--- src/rtl/ex_latency_monitor.sv ---
// EX-stage latency monitor: classifies accepted ALU/MULT ops, times issue-to-valid,
// and reports latency/handshake violations with sticky per-class flags and issue counters.
module ex_latency_monitor #(
    parameter int CNT_W        = 16,
    parameter int LAT_W        = 6,
    parameter int DIV_MIN      = 2,
    parameter int DIV_MAX      = 34,
    parameter int DIV_ZERO_LAT = 34,
    parameter int MULH_LAT     = 4,
    parameter int ALU_OP_WIDTH = 7,
    parameter int MUL_OP_WIDTH = 3,
    parameter logic [ALU_OP_WIDTH-1:0] ALU_DIVU  = 7'b0110000,
    parameter logic [ALU_OP_WIDTH-1:0] ALU_DIV   = 7'b0110001,
    parameter logic [ALU_OP_WIDTH-1:0] ALU_REMU  = 7'b0110010,
    parameter logic [ALU_OP_WIDTH-1:0] ALU_REM   = 7'b0110011,
    parameter logic [MUL_OP_WIDTH-1:0] MUL_MAC32 = 3'b000,
    parameter logic [MUL_OP_WIDTH-1:0] MUL_H     = 3'b110
) (
    input  logic                    clk,
    input  logic                    rst,
    input  logic                    alu_en_i,
    input  logic [ALU_OP_WIDTH-1:0] alu_operator_i,
    input  logic                    mult_en_i,
    input  logic [MUL_OP_WIDTH-1:0] mult_operator_i,
    input  logic                    lsu_en_i,
    input  logic                    div_zero_i,
    input  logic                    ex_ready_i,
    input  logic                    ex_valid_i,
    input  logic                    mult_multicycle_i,
    input  logic                    clr_i,
    output logic                    err_o,
    output logic [2:0]              err_code_o,
    output logic [1:0]              err_class_o,
    output logic [3:0]              err_sticky_o,
    output logic [LAT_W-1:0]        lat_last_o,
    output logic [4*CNT_W-1:0]      issue_cnt_o
);

    typedef enum logic [1:0] {IDLE, WAIT_DIV, WAIT_MULH} state_e;

    localparam logic [2:0] E_EARLY   = 3'd1;
    localparam logic [2:0] E_LATE    = 3'd2;
    localparam logic [2:0] E_NOVALID = 3'd3;
    localparam logic [2:0] E_MCYC    = 3'd4;
    localparam logic [2:0] E_OVERLAP = 3'd5;

    localparam logic [LAT_W-1:0] L_DIV_MIN  = LAT_W'(DIV_MIN);
    localparam logic [LAT_W-1:0] L_DIV_TO   = LAT_W'(DIV_MAX + 1);
    localparam logic [LAT_W-1:0] L_DZ_LAT   = LAT_W'(DIV_ZERO_LAT);
    localparam logic [LAT_W-1:0] L_MULH_LAT = LAT_W'(MULH_LAT);

    state_e                      state_q, state_d;
    logic [LAT_W-1:0]            lat_q, lat_d;
    logic                        dz_q, dz_d;
    logic                        ready_q;
    logic                        err_q;
    logic [2:0]                  code_q, code_d;
    logic [1:0]                  class_q, class_d;
    logic [3:0]                  sticky_q, sticky_d;
    logic [LAT_W-1:0]            lat_last_q, lat_last_d;
    logic [3:0][CNT_W-1:0]       cnt_q, cnt_d;

    logic       issue, is_div, cls_vld;
    logic [1:0] cls;
    logic       err_det;
    logic [2:0] det_code;
    logic [1:0] det_cls;

    assign issue  = (alu_en_i | mult_en_i) & ready_q;
    assign is_div = alu_operator_i inside {ALU_DIVU, ALU_DIV, ALU_REMU, ALU_REM};

    // ALU takes priority if both enables are seen; unclassified ops leave cls_vld low.
    always_comb begin
        cls_vld = 1'b0;
        cls     = 2'd0;
        if (alu_en_i) begin
            if (is_div) begin
                cls_vld = 1'b1;
                cls     = 2'd1;
            end else if (!lsu_en_i) begin
                cls_vld = 1'b1;
                cls     = 2'd0;
            end
        end else if (mult_en_i) begin
            if (mult_operator_i == MUL_MAC32) begin
                cls_vld = 1'b1;
                cls     = 2'd2;
            end else if (mult_operator_i == MUL_H) begin
                cls_vld = 1'b1;
                cls     = 2'd3;
            end
        end
    end

    always_comb begin
        state_d    = state_q;
        lat_d      = lat_q;
        dz_d       = dz_q;
        lat_last_d = lat_last_q;
        err_det    = 1'b0;
        det_code   = 3'd0;
        det_cls    = cls;
        case (state_q)
            IDLE: begin
                if (issue && cls_vld) begin
                    case (cls)
                        2'd0: if (!ex_valid_i) begin
                            err_det  = 1'b1;
                            det_code = E_NOVALID;
                        end
                        2'd2: if (!ex_valid_i) begin
                            err_det  = 1'b1;
                            det_code = E_NOVALID;
                        end else if (mult_multicycle_i) begin
                            err_det  = 1'b1;
                            det_code = E_MCYC;
                        end
                        2'd1: if (ex_valid_i) begin
                            err_det  = 1'b1;
                            det_code = E_EARLY;
                        end else begin
                            state_d = WAIT_DIV;
                            lat_d   = LAT_W'(1);
                            dz_d    = div_zero_i;
                        end
                        default: if (ex_valid_i) begin
                            err_det  = 1'b1;
                            det_code = E_EARLY;
                        end else begin
                            state_d = WAIT_MULH;
                            lat_d   = LAT_W'(1);
                        end
                    endcase
                end
            end
            WAIT_DIV: begin
                det_cls = 2'd1;
                if (issue) begin
                    err_det  = 1'b1;
                    det_code = E_OVERLAP;
                    state_d  = IDLE;
                end else if (ex_valid_i) begin
                    state_d    = IDLE;
                    lat_last_d = lat_q;
                    if (lat_q < L_DIV_MIN) begin
                        err_det  = 1'b1;
                        det_code = E_EARLY;
                    end else if (dz_q && lat_q != L_DZ_LAT) begin
                        err_det  = 1'b1;
                        det_code = (lat_q < L_DZ_LAT) ? E_EARLY : E_LATE;
                    end
                end else if (lat_q == L_DIV_TO) begin
                    err_det  = 1'b1;
                    det_code = E_LATE;
                    state_d  = IDLE;
                end else begin
                    lat_d = lat_q + LAT_W'(1);
                end
            end
            WAIT_MULH: begin
                det_cls = 2'd3;
                if (issue) begin
                    err_det  = 1'b1;
                    det_code = E_OVERLAP;
                    state_d  = IDLE;
                end else if (ex_valid_i) begin
                    state_d    = IDLE;
                    lat_last_d = lat_q;
                    if (lat_q < L_MULH_LAT) begin
                        err_det  = 1'b1;
                        det_code = E_EARLY;
                    end
                end else if (lat_q < L_MULH_LAT && !mult_multicycle_i) begin
                    err_det  = 1'b1;
                    det_code = E_MCYC;
                    state_d  = IDLE;
                end else if (lat_q >= L_MULH_LAT) begin
                    err_det  = 1'b1;
                    det_code = E_LATE;
                    state_d  = IDLE;
                end else begin
                    lat_d = lat_q + LAT_W'(1);
                end
            end
            default: state_d = IDLE;
        endcase
    end

    // A same-cycle error overrides clr_i so the new fault is not lost.
    always_comb begin
        code_d   = clr_i ? 3'd0 : code_q;
        class_d  = clr_i ? 2'd0 : class_q;
        sticky_d = clr_i ? 4'd0 : sticky_q;
        if (err_det) begin
            code_d            = det_code;
            class_d           = det_cls;
            sticky_d[det_cls] = 1'b1;
        end
        for (int c = 0; c < 4; c++) begin
            cnt_d[c] = clr_i ? '0 : cnt_q[c];
            if (issue && cls_vld && cls == 2'(c) && cnt_d[c] != '1)
                cnt_d[c] = cnt_d[c] + CNT_W'(1);
        end
    end

    always_ff @(posedge clk) begin
        if (rst) begin
            state_q    <= IDLE;
            lat_q      <= '0;
            dz_q       <= 1'b0;
            ready_q    <= 1'b1;
            err_q      <= 1'b0;
            code_q     <= '0;
            class_q    <= '0;
            sticky_q   <= '0;
            lat_last_q <= '0;
            cnt_q      <= '0;
        end else begin
            state_q    <= state_d;
            lat_q      <= lat_d;
            dz_q       <= dz_d;
            ready_q    <= ex_ready_i;
            err_q      <= err_det;
            code_q     <= code_d;
            class_q    <= class_d;
            sticky_q   <= sticky_d;
            lat_last_q <= lat_last_d;
            cnt_q      <= cnt_d;
        end
    end

    assign err_o        = err_q;
    assign err_code_o   = code_q;
    assign err_class_o  = class_q;
    assign err_sticky_o = sticky_q;
    assign lat_last_o   = lat_last_q;
    assign issue_cnt_o  = cnt_q;

endmodule

--- config.mk ---
export PLATFORM = sky130hd
export DESIGN_NAME = ex_latency_monitor
export DESIGN_NICKNAME = d
export VERILOG_FILES = /design/src/rtl/ex_latency_monitor.sv
export SDC_FILE = /design/constraint.sdc
export NUM_CORES = 1
export LEC_CHECK = 0
export CAP_MARGIN = 15
export CORE_MARGIN = 3
export CORE_UTILIZATION = 52
export DETAILED_ROUTE_END_ITERATION = 8
export HOLD_SLACK_MARGIN = 0.06
export PLACE_DENSITY = 0.77
export SLEW_MARGIN = 10
export SYNTH_ARGS = -nofsm -noshare
export SYNTH_HDL_FRONTEND = slang
export SYNTH_SLANG_ARGS = --single-unit
--- constraint.sdc ---
create_clock -name clk -period 3.5 [get_ports clk]
set_input_delay 0.7 -clock clk [delete_from_list [all_inputs] [get_ports clk]]
set_output_delay 0.7 -clock clk [all_outputs]
set_load 0.02 [all_outputs]
==> reports/qor.yml <==
status:
  result_of_the_run: "finished, final reports clean"
timing:
  setup_viol: 0
  fin_worst_skew_ns: 0.01513
  totalNegativeSetupSlack_ns: 0
  clock.fmax_mhz: 341.1
  hold_viol_final: 0
  final.min_clock_period_ns: 2.932
  period_share_pct: 83.77
  setup_slack_ns: 0.5681
  maxSlewHeadroom_pct: 50.15
  tightestPinTransition_ns: 0.7374
  grt_setup_unrepaired: "no"
  slew_violations: 0
global_routing:
  grt_start_max_net_pins: 46
  grt_pass1_wl_mm: 23.55
  initial_antenna_violation_count: 0
  grt_remaining_overflow: 0
  first_global_vias: 4830
  gr-usage-all-layers_pct: 25.38
setup_path:
  critical_path.max_stage_delay_ns: 0.52
  critPathLaunchType: "primary input"
  setup.worst_path.class: "in2reg"
  critical_path.cell_chain: "clkdlybuf4s50_1 > buf_12 > nor2b_1 > ha_1 > nand2_1 > a41o_1 > or4_1 > or3_1 > a21oi_1"
  crit_path_max_fanout: 45
  critical_path.slowest_cell: "sky130_fd_sc_hd__or4_1"
  cp_endpoint_kind: "flop"
  timing.critical_path.required_ns: 3.80
  r2r.worst_path.cells: 6
  worstPathArrival_ns: 3.23
finish:
  numnets_final: 738
  flow.area_growth_from_synthesis_pct: 27.51
  final_layout_size_suffix_gt1_share_pct: 7.303
  layout.core_utilization_pct: 69.36
  fin_cells: 841
  antenna_fix_cells: 0
job:
  max_cap_violations: 0
drt:
  dr.pass1.iters: 5
  route.final.wire_length_mm: 14.05
  drt-met1-wl_mm: 6.223
  antenna_violating_nets_post_route: 0
  drt_first_iter_violations: 304
  routed.top_layer: "met4"
  wl_per_cell_um: 16.71
  vias_per_inst: 6.108
  num_vias: 5137
  detailroute.wirelength.met3_um: 825
  met2RoutedLength_mm: 6.814
  final_routed_drc_violation_total: 0
clocking:
  cts_hold_repair.buffers: 0
  cts_tree: "yes"
  cts-buffers-inserted: 9
  ctsLongestPathBuffers: 2
  cts_max_level: 3
  clock_insertion_delay_worst_skew_ns: 0.36
  setup_fix_buffers_added_after_clock_tree_synthesis: 0
  cts.root.buffer_cell: "sky130_fd_sc_hd__clkbuf_8"
  cts_num_sinks: 90
  clk_pin_slew_worst_paths_ns: 0.10
  post_cts_resize_count: 0
place:
  dp_cells: 825
  place.port_buffers: 97
  gp_congestion: 0.8912
  detailed_place_hpwl_mm: 10.16
  post-place-ws_ns: 0.2119
synth:
  ys_types: 63
  synth-compound-area-share_pct: 17.25
  syn-mean-instance-area_um2: 8.327
  synthTopCellsByArea: "sky130_fd_sc_hd__dfxtp_1, sky130_fd_sc_hd__nand3_1, sky130_fd_sc_hd__a21oi_1"
  yosysWarnings: 0
  post_synthesis_simple_gate_area_fraction_pct: 32.03
  synthMuxAreaShare_pct: 5.253
  yosysMostFrequentCell: "sky130_fd_sc_hd__dfxtp_1"
  synth_fp_nets: 646
  number_of_flip_flops_and_latches_in_the_synthesized_netlist: 90
  synth.yosys.seq_area_share_pct: 35.18
  synth_commonest_cells: "sky130_fd_sc_hd__dfxtp_1, sky130_fd_sc_hd__nand2_1, sky130_fd_sc_hd__nand3_1, sky130_fd_sc_hd__nor2_1, sky130_fd_sc_hd__a21oi_1"
  number_of_cells_produced_by_synthesis: 615
  synth.top_cell.area_share_pct: 35.18
  synthArstFlopShare_pct: 0
  synth_area_leader_cell: "sky130_fd_sc_hd__dfxtp_1"
  synth_fa_ha_area_share_pct: 2.688
  synthesis.area_mm2: 0.005121
  yosys_most_used_dff: "sky130_fd_sc_hd__dfxtp_1"
  xor_xnor_share_of_the_synthesized_area_pct: 3.763
  synth_top_family_by_area: "simple AND/OR/NAND/NOR gates"
  number_of_flops_mapped_to_enable_cells_by_yosys: 0
floorplan:
  initial_core_util_pct: 54.39
  dieHeight_um: 105.2
  io_pins: 100
  design.core.area_mm2: 0.009415
  floorplan.die_area_mm2: 0.01108
  floorplan.rows: 35
  die_width_um: 105.2
pwr:
  power.static_leakage_nw: 2.234
  power-per-cell-area_mw_per_mm2: 333.3
  total_power_w: 0.002177
  ir_drop_uv: 185.1
min_path:
  hold_depth: 2
  hold_path_class: "reg2reg"
==> cell usage in the layout, fill, tap and decap left out, types with 18 or more instances in the layout <==
cell                               n
sky130_fd_sc_hd__dfxtp_1          90
sky130_fd_sc_hd__xnor2_1          22
sky130_fd_sc_hd__mux2i_1          19
sky130_fd_sc_hd__nand3_1          43
sky130_fd_sc_hd__a21oi_1          39
sky130_fd_sc_hd__clkdlybuf4s50_1  96
sky130_fd_sc_hd__nor2_1           43
sky130_fd_sc_hd__nor2b_1          24
sky130_fd_sc_hd__buf_4            18
sky130_fd_sc_hd__nand2_1          50
==> logic make-up after synthesis <==
| logic type | after synthesis |
|---|---|
| AND/OR/NAND/NOR | 289 |
| AO/OA/AOI/OAI | 125 |
| flip-flops | 90 |
| buffers and inverters | 52 |
| multiplexers | 26 |
| XOR/XNOR | 22 |
| adder cells (fa/ha/maj) | 11 |
==> where the power goes <==
| group | switching (W) | internal, W | leakage (nW) | total, W |
|---|---|---|---|---|
| combinational | 0.000140 | 0.0000915 | 1.38 | 0.000232 |
| sequential | 0.0000105 | 0.00103 | 0.725 | 0.00104 |
| clock | 0.000396 | 0.000505 | 0.131 | 0.000902 |
| total | 0.000547 | 0.00163 | 2.23 | 0.00218 |
==> sequential cells by signal, summed over array words and instances, names as in the netlist <==
name and count:
lat_last_o 6, lat_q 6, ready_q 1, issue_cnt_o 64
err_sticky_o 4, err_o 1, state_q 2, err_code_o 3
dz_q 1, err_class_o 2
==> final timing paths <==
kind | to | slack, ns | from
worst min-delay path | err_class_o[0] | 0.46 | err_class_o[0]
worst max-delay path | issue_cnt_o[60] | 0.57 | clr_i
worst max register to register | err_sticky_o[0] | 0.69 | lat_q[0]
worst min register to register | err_class_o[0] | 0.46 | err_class_o[0]
==> area by class of cell <==
cell class	count	area, um^2
clock inverter	6	121.4
sequential	90	1802
clock buffer	10	137.6
multi-input combinational	473	3123
timing repair buffer	116	1121
tap	129	161.4
fill	789	2885
inverter	17	63.81
==> critical path: cells and delay by family <==
kind                       cells  cell delay [ns]
AOI/OAI and AO/OA              2             0.36
and+or+nand+nor                4             1.24
buffers and inverters          2             0.65
adders and majority gates      1             0.26
==> per-stage QoR <==
step | area (um^2) | hold slack (ns)
finish | 6530 | 0.4584
global route | 6530 | 0.4885
CTS | 6530 | 0.4619
detailed placement | 6271 | 0.4482
global placement | 6271 | 0.4398
floorplan | 5121 | 0.4982
==> routing by layer <==
layer  global-route usage (%)  vias up
li1                         -     2473
met2                    42.58      214
met3                    3.429       17
met5                        0        -
met4                    8.529        0
met1                    33.59     2433
Note: power is estimated with default switching activity, not from simulation.
